===== src/rtl/v_id_sb.sv =====
// v_id_sb: vector decode stage with a valid/ready slot towards EX and a RAW/WAW destination scoreboard.
// Optional V_ID_STALL_CNT_EN adds stall_cnt_o, a saturating count of hazard-stalled offer cycles.
module v_id_sb #(
    parameter int SEW       = 32,
    parameter int VALUOP_DW = 5,
    parameter int VMEM_DW   = 256,
    parameter int VMEM_AW   = 32,
    parameter int VREG_DW   = 256,
    parameter int VREG_AW   = 5,
    parameter int INST_DW   = 32,
    parameter int REG_DW    = 32,
    parameter int REG_AW    = 5
) (
    input  logic                 clk,
    input  logic                 rst,
    input  logic                 inst_valid_i,
    input  logic [INST_DW-1:0]   inst_i,
    output logic                 inst_ready_o,
    output logic                 rs1_en_o,
    output logic [REG_AW-1:0]    rs1_addr_o,
    input  logic [REG_DW-1:0]    rs1_dout_i,
    output logic                 vs1_en_o,
    output logic [VREG_AW-1:0]   vs1_addr_o,
    input  logic [VREG_DW-1:0]   vs1_dout_i,
    output logic                 vs2_en_o,
    output logic [VREG_AW-1:0]   vs2_addr_o,
    input  logic [VREG_DW-1:0]   vs2_dout_i,
    output logic                 id_valid_o,
    input  logic                 ex_ready_i,
    output logic [VALUOP_DW-1:0] valu_opcode_o,
    output logic [VREG_DW-1:0]   operand_v1_o,
    output logic [VREG_DW-1:0]   operand_v2_o,
    output logic                 vmem_ren_o,
    output logic                 vmem_wen_o,
    output logic [VMEM_AW-1:0]   vmem_addr_o,
    output logic [VMEM_DW-1:0]   vmem_din_o,
    output logic                 vid_wb_en_o,
    output logic                 vid_wb_sel_o,
    output logic [VREG_AW-1:0]   vid_wb_addr_o,
    input  logic                 wb_done_en_i,
    input  logic [VREG_AW-1:0]   wb_done_addr_i
`ifdef V_ID_STALL_CNT_EN
    ,
    output logic [31:0]          stall_cnt_o
`endif
);
    localparam int NELEM = VREG_DW / SEW;
    localparam logic [6:0] OPCODE_OP_V     = 7'b1010111;
    localparam logic [6:0] OPCODE_LOAD_FP  = 7'b0000111;
    localparam logic [6:0] OPCODE_STORE_FP = 7'b0100111;
    localparam logic [2:0] FUNCT3_OPIVV = 3'b000;
    localparam logic [2:0] FUNCT3_OPIVI = 3'b011;
    localparam logic [2:0] FUNCT3_OPIVX = 3'b100;
    localparam logic [5:0] FUNCT6_VADD  = 6'b000000;
    localparam logic [5:0] FUNCT6_VSUB  = 6'b000010;
    localparam logic [5:0] FUNCT6_VMUL  = 6'b100101;
    localparam logic [VALUOP_DW-1:0] ALU_NOP  = VALUOP_DW'(0);
    localparam logic [VALUOP_DW-1:0] ALU_VADD = VALUOP_DW'(1);
    localparam logic [VALUOP_DW-1:0] ALU_VMUL = VALUOP_DW'(2);
    localparam logic [VALUOP_DW-1:0] ALU_VSUB = VALUOP_DW'(3);

    typedef struct packed {
        logic                 valid;
        logic [VALUOP_DW-1:0] opc;
        logic [VREG_DW-1:0]   v1;
        logic [VREG_DW-1:0]   v2;
        logic                 ren;
        logic                 wen;
        logic [VMEM_AW-1:0]   addr;
        logic [VMEM_DW-1:0]   din;
        logic                 wb_en;
        logic                 wb_sel;
        logic [VREG_AW-1:0]   wb_addr;
    } bundle_t;

    bundle_t bundle_q, bundle_d;
    logic [2**VREG_AW-1:0] sb_q, sb_d;

    logic [6:0] op;
    logic [2:0] f3;
    logic [5:0] f6;
    logic [VREG_AW-1:0] vd, vs1, vs2;
    logic [REG_AW-1:0] rs1;
    logic [SEW-1:0] imm_e, x_e;
    logic [VALUOP_DW-1:0] alu_op;
    logic is_arith, is_vv, is_vi, is_vx, is_ld, is_st, wb_en, rd_en, hazard, fire;
    logic [VREG_DW-1:0] v1, v2;
    logic unused_vm;

    assign op        = inst_i[6:0];
    assign vd        = VREG_AW'(inst_i[11:7]);
    assign f3        = inst_i[14:12];
    assign vs1       = VREG_AW'(inst_i[19:15]);
    assign rs1       = REG_AW'(inst_i[19:15]);
    assign vs2       = VREG_AW'(inst_i[24:20]);
    assign f6        = inst_i[31:26];
    assign unused_vm = inst_i[25];
    // Signed casts both truncate (SEW <= REG_DW) and sign-extend (SEW > REG_DW).
    assign imm_e     = SEW'($signed(inst_i[19:15]));
    assign x_e       = SEW'($signed(rs1_dout_i));

    always_comb begin
        alu_op   = f6 == FUNCT6_VADD ? ALU_VADD : f6 == FUNCT6_VMUL ? ALU_VMUL : f6 == FUNCT6_VSUB ? ALU_VSUB : ALU_NOP;
        is_arith = op == OPCODE_OP_V && alu_op != ALU_NOP &&
                   (f3 == FUNCT3_OPIVV || f3 == FUNCT3_OPIVX || (f3 == FUNCT3_OPIVI && alu_op != ALU_VSUB));
        is_vv    = is_arith && f3 == FUNCT3_OPIVV;
        is_vi    = is_arith && f3 == FUNCT3_OPIVI;
        is_vx    = is_arith && f3 == FUNCT3_OPIVX;
        is_ld    = op == OPCODE_LOAD_FP;
        is_st    = op == OPCODE_STORE_FP;
        wb_en    = is_arith | is_ld;
        rd_en    = inst_valid_i & ~rst;
        rs1_en_o   = rd_en & (is_vx | is_ld | is_st);
        rs1_addr_o = rs1_en_o ? rs1 : '0;
        vs1_en_o   = rd_en & is_vv;
        vs1_addr_o = vs1_en_o ? vs1 : '0;
        vs2_en_o   = rd_en & (is_arith | is_st);
        vs2_addr_o = !vs2_en_o ? '0 : is_st ? vd : vs2;
        v1 = is_vv ? vs1_dout_i : is_vi ? {NELEM{imm_e}} : is_vx ? {NELEM{x_e}} : '0;
        v2 = vs2_en_o ? vs2_dout_i : '0;
        hazard = inst_valid_i & ((is_vv & sb_q[vs1]) | (is_arith & sb_q[vs2]) | ((is_st | wb_en) & sb_q[vd]));
        inst_ready_o = ~rst & ~hazard & (~bundle_q.valid | ex_ready_i);
        fire = inst_valid_i & inst_ready_o;
    end

    always_comb begin
        bundle_d = bundle_q;
        sb_d     = sb_q;
        if (fire) begin
            bundle_d.valid   = 1'b1;
            bundle_d.opc     = is_arith ? alu_op : ALU_NOP;
            bundle_d.v1      = v1;
            bundle_d.v2      = v2;
            bundle_d.ren     = is_ld;
            bundle_d.wen     = is_st;
            bundle_d.addr    = (is_ld | is_st) ? VMEM_AW'(rs1_dout_i) : '0;
            bundle_d.din     = is_st ? VMEM_DW'(vs2_dout_i) : '0;
            bundle_d.wb_en   = wb_en;
            bundle_d.wb_sel  = is_ld;
            bundle_d.wb_addr = wb_en ? vd : '0;
        end else if (ex_ready_i) begin
            bundle_d.valid = 1'b0;
        end
        // Clear first so a same-cycle set of the same entry wins.
        if (wb_done_en_i) sb_d[wb_done_addr_i] = 1'b0;
        if (fire && wb_en) sb_d[vd] = 1'b1;
    end

    always_ff @(posedge clk) begin
        bundle_q <= rst ? '0 : bundle_d;
        sb_q     <= rst ? '0 : sb_d;
    end

    assign id_valid_o    = bundle_q.valid;
    assign valu_opcode_o = bundle_q.opc;
    assign operand_v1_o  = bundle_q.v1;
    assign operand_v2_o  = bundle_q.v2;
    assign vmem_ren_o    = bundle_q.ren;
    assign vmem_wen_o    = bundle_q.wen;
    assign vmem_addr_o   = bundle_q.addr;
    assign vmem_din_o    = bundle_q.din;
    assign vid_wb_en_o   = bundle_q.wb_en;
    assign vid_wb_sel_o  = bundle_q.wb_sel;
    assign vid_wb_addr_o = bundle_q.wb_addr;

`ifdef V_ID_STALL_CNT_EN
    logic [31:0] stall_cnt_q, stall_cnt_d;
    always_comb begin
        stall_cnt_d = (inst_valid_i & hazard & ~rst & ~&stall_cnt_q) ? stall_cnt_q + 32'd1 : stall_cnt_q;
    end
    always_ff @(posedge clk) begin
        stall_cnt_q <= rst ? 32'd0 : stall_cnt_d;
    end
    assign stall_cnt_o = stall_cnt_q;
`endif
endmodule


===== config.mk =====
export PLATFORM = sky130hd
export DESIGN_NAME = v_id_sb
export DESIGN_NICKNAME = d
export VERILOG_FILES = /design/src/rtl/v_id_sb.sv
export SDC_FILE = /design/constraint.sdc
export NUM_CORES = 2
export LEC_CHECK = 0
export CORE_AREA = 4 4 551 553
export DETAILED_ROUTE_END_ITERATION = 12
export DIE_AREA = 0 0 555 557
export PLACE_DENSITY = 0.33
export SETUP_SLACK_MARGIN = 0.15
export SKIP_LAST_GASP = 1
export SYNTH_ARGS = -nofsm -noshare
export SYNTH_HDL_FRONTEND = slang
export SYNTH_SLANG_ARGS = --single-unit

===== constraint.sdc =====
create_clock -name clk -period 7.9 [get_ports clk]
set_input_delay 1.185 -clock clk [delete_from_list [all_inputs] [get_ports clk]]
set_output_delay 1.185 -clock clk [all_outputs]
set_load 0.005 [all_outputs]

==> metrics <==
relative slew slack=-0.9521%; Setup Fix Bufs, Post-CTS=0; vias in the first global route=between 30,000 and 40,000; Max Cap Violations=1; clk root buf=clkbuf_16; Hold Buf Count CTS=0; FF-to-FF setup slack=3.71 ns; synthesis-stage register bit count=around 840; Cells after Synth=roughly 4,300; Initial Util=12.03%; Worst Tran Pin Value=1.514 ns; post-DP HPWL=203,600 µm; initial detailed-routing violation count=3,039; GRT Residual Overflow=0; status=finished, violations left; core area=298,800 µm²; Post-Route WL=around 280,000 µm; H-tree levels=3; Clock Sinks=843; Die Footprint=309,100 µm²; row count=about 200; Clk Latency, worst-skew pair=0.87 ns; post-synthesis cell type count=50; final setup TNS=0 ns; crit end category=primary output; Die Y=557 µm; DR vias/cell=around 4.2; routed len/inst=between 20 and 30 µm; Final setup viols=0; layout cells sized above 1=approximately 6.5%; skew final=0.04741 ns; met3 GRT Util=8.303%; Clock Tree Buf Depth=4; initial antenna violation count=~130; M1 GR Usage=21.21%; first-pass GRT wire length=366,900 µm; crit path max fanout=8; Yosys Warn Count=0; max-slew violations=9; Main synth FF type=dfxtp_1; CTS tree=yes; Core Util, Final=19.41%; gp weighted congestion=0.8390; synthesized area=35,940 µm²; Tot GR Track Use=16.93%; total CTS buffers=122; critical path class=input pin to primary output; Layout Nets=between 6,000 and 7,000; Hold Path Class=register to register; failing checks=max-capacitance violations, max-slew violations; pin count of the biggest net entering global routing=213; sequential share of the synthesized area=between 40 and 50%; Arr. time, crit path=4.95 ns; P&R area growth vs syn=61.32%; worst vdd ir=around 180 µV; Die W=555 µm; Clock transition at path regs=about 0.060 ns; DRC=0; Startpoint Class=input pin; Final min period=6.132 ns; cts repair resizes=0; port bufs=~1,400; io pins=1,420; Final Non-Filler Cells=9,509; pwr/cell area=185.8 nW/µm²; final hold vios=0; Total Power=10,770 µW; Max Clk Rate=163.1 MHz; leakage power=0.01736 µW; Routed Antenna Nets=0; Placed Cells=slightly above 9,000; EDFF count, synth=0; met2 GRT Util=25.34%; busiest grt layer=met2; period utilization=between 70% and 80%; syn_area_per_cell=8.339 µm²; Req. time, crit path=6.71 ns; Pre-Repair DR Iteration Count=8; RSZ-0062 raised after global routing=false; Via Count=40,388; asr flop ratio synth=0%
==> per-layer routing <==
layer	vias to the layer above	wire, µm
li1	18168	-
met1	19973	117300
met2	1753	117900
met3	388	32550
met4	106	9418
met5	-	668
==> logic make-up after synthesis <==
kind of cell	synth area share [%]
DFF	46.95
AOI/OAI and AO/OA	26.71
buffers and inverters	6.701
other	0.01043
and+or+nand+nor	16.76
muxes	2.865
==> registers in the layout, summed over array words and instances (netlist names), 2 cells and up <==
signal	count
vmem_addr_o	32
valu_opcode_o	2
operand_v2_o	256
operand_v1_o	256
vmem_din_o	256
vid_wb_addr_o	5
sb_q	32
==> path summary, 6_finish.rpt <==
path,cells past startpoint,end,from
min reg2reg,2,operand_v2_o[63]$_SDFFE_PP0P_,operand_v2_o[63]$_SDFFE_PP0P_
max,8,rs1_addr_o[3],inst_i[31]
min,2,operand_v2_o[63]$_SDFFE_PP0P_,operand_v2_o[63]$_SDFFE_PP0P_
max reg2reg,9,vmem_din_o[156]$_SDFFE_PP0P_,sb_q[0]$_SDFF_PP0_
==> worst max-delay path, stage by stage <==
cell             delay [ns]
clkdlybuf4s50_1        0.43
nor3_2                 0.56
o2111ai_1              0.47
nor2_1                 0.66
a21oi_1                0.31
nor2_1                 0.58
and2_1                 0.23
clkdlybuf4s50_1        0.50
==> layout by cell type, fill, tap and decap left out, drive strengths merged, types with 5 or more instances in the layout <==
cell type	instances
buf	89
nand2b	60
or2	6
nor2	22
and2	7
and3	7
clkbuf	184
mux2i	50
nand4	554
nor3	9
diode	37
a211oi	33
nand3b	24
clkdlybuf4s50	1414
nand3	13
o21ai	1203
nor2b	201
clkinv	24
inv	6
dfxtp	843
a21oi	619
nand2	69
mux4	23
nor3b	5
bufinv	7
==> area by class of cell <==
class / count / area, µm²
clock inverters: 38 / 446.7
clock buffers: 184 / 3647
multi-input cells: 2944 / 16810
flip-flops and latches: 843 / 16880
diodes: 37 / 92.59
repair buffers: 1503 / 15140
fillers: 33305 / 240800
inverters: 2 / 15.01
well taps: 3958 / 4952
==> cell usage after synthesis (6+ instances only) <==
| cell type | count | area [µm²] |
|---|---|---|
| clkbuf_1 | 373 | 1400 |
| or2_2 | 6 | 37.54 |
| a211oi_1 | 33 | 247.7 |
| nand3b_1 | 24 | 180.2 |
| buf_1 | 17 | 63.81 |
| nor2b_1 | 201 | 1257 |
| nand4_1 | 554 | 3466 |
| buf_4 | 6 | 45.04 |
| nand2_1 | 69 | 259.0 |
| and3_1 | 7 | 43.79 |
| dfxtp_1 | 843 | 16880 |
| buf_6 | 41 | 461.7 |
| buf_2 | 86 | 430.4 |
| o21ai_1 | 15 | 75.07 |
| mux2i_1 | 50 | 500.5 |
| a21oi_1 | 619 | 3098 |
| nor2_1 | 21 | 78.83 |
| o21ai_0 | 1187 | 5941 |
| mux4_2 | 23 | 518.0 |
| nand3_1 | 13 | 65.06 |
| nand2b_1 | 60 | 375.4 |
| and2_1 | 7 | 43.79 |
==> report_power, final <==
group          switching [µW]  internal [µW]
logic                     436            338
clock network            2330           3400
registers                8.35           4260
==> through the flow <==
stage	setup WS (ns)	instance area, µm²	hold slack, ns
after detailed placement	1.520	53800	0.4615
after floorplan	3.592	35950	0.4650
after global routing	1.664	57900	0.4900
final	1.768	57980	0.4703
after global placement	1.523	53800	0.4576
after CTS	1.727	57890	0.4720
Power figures use the tool's default switching activity.
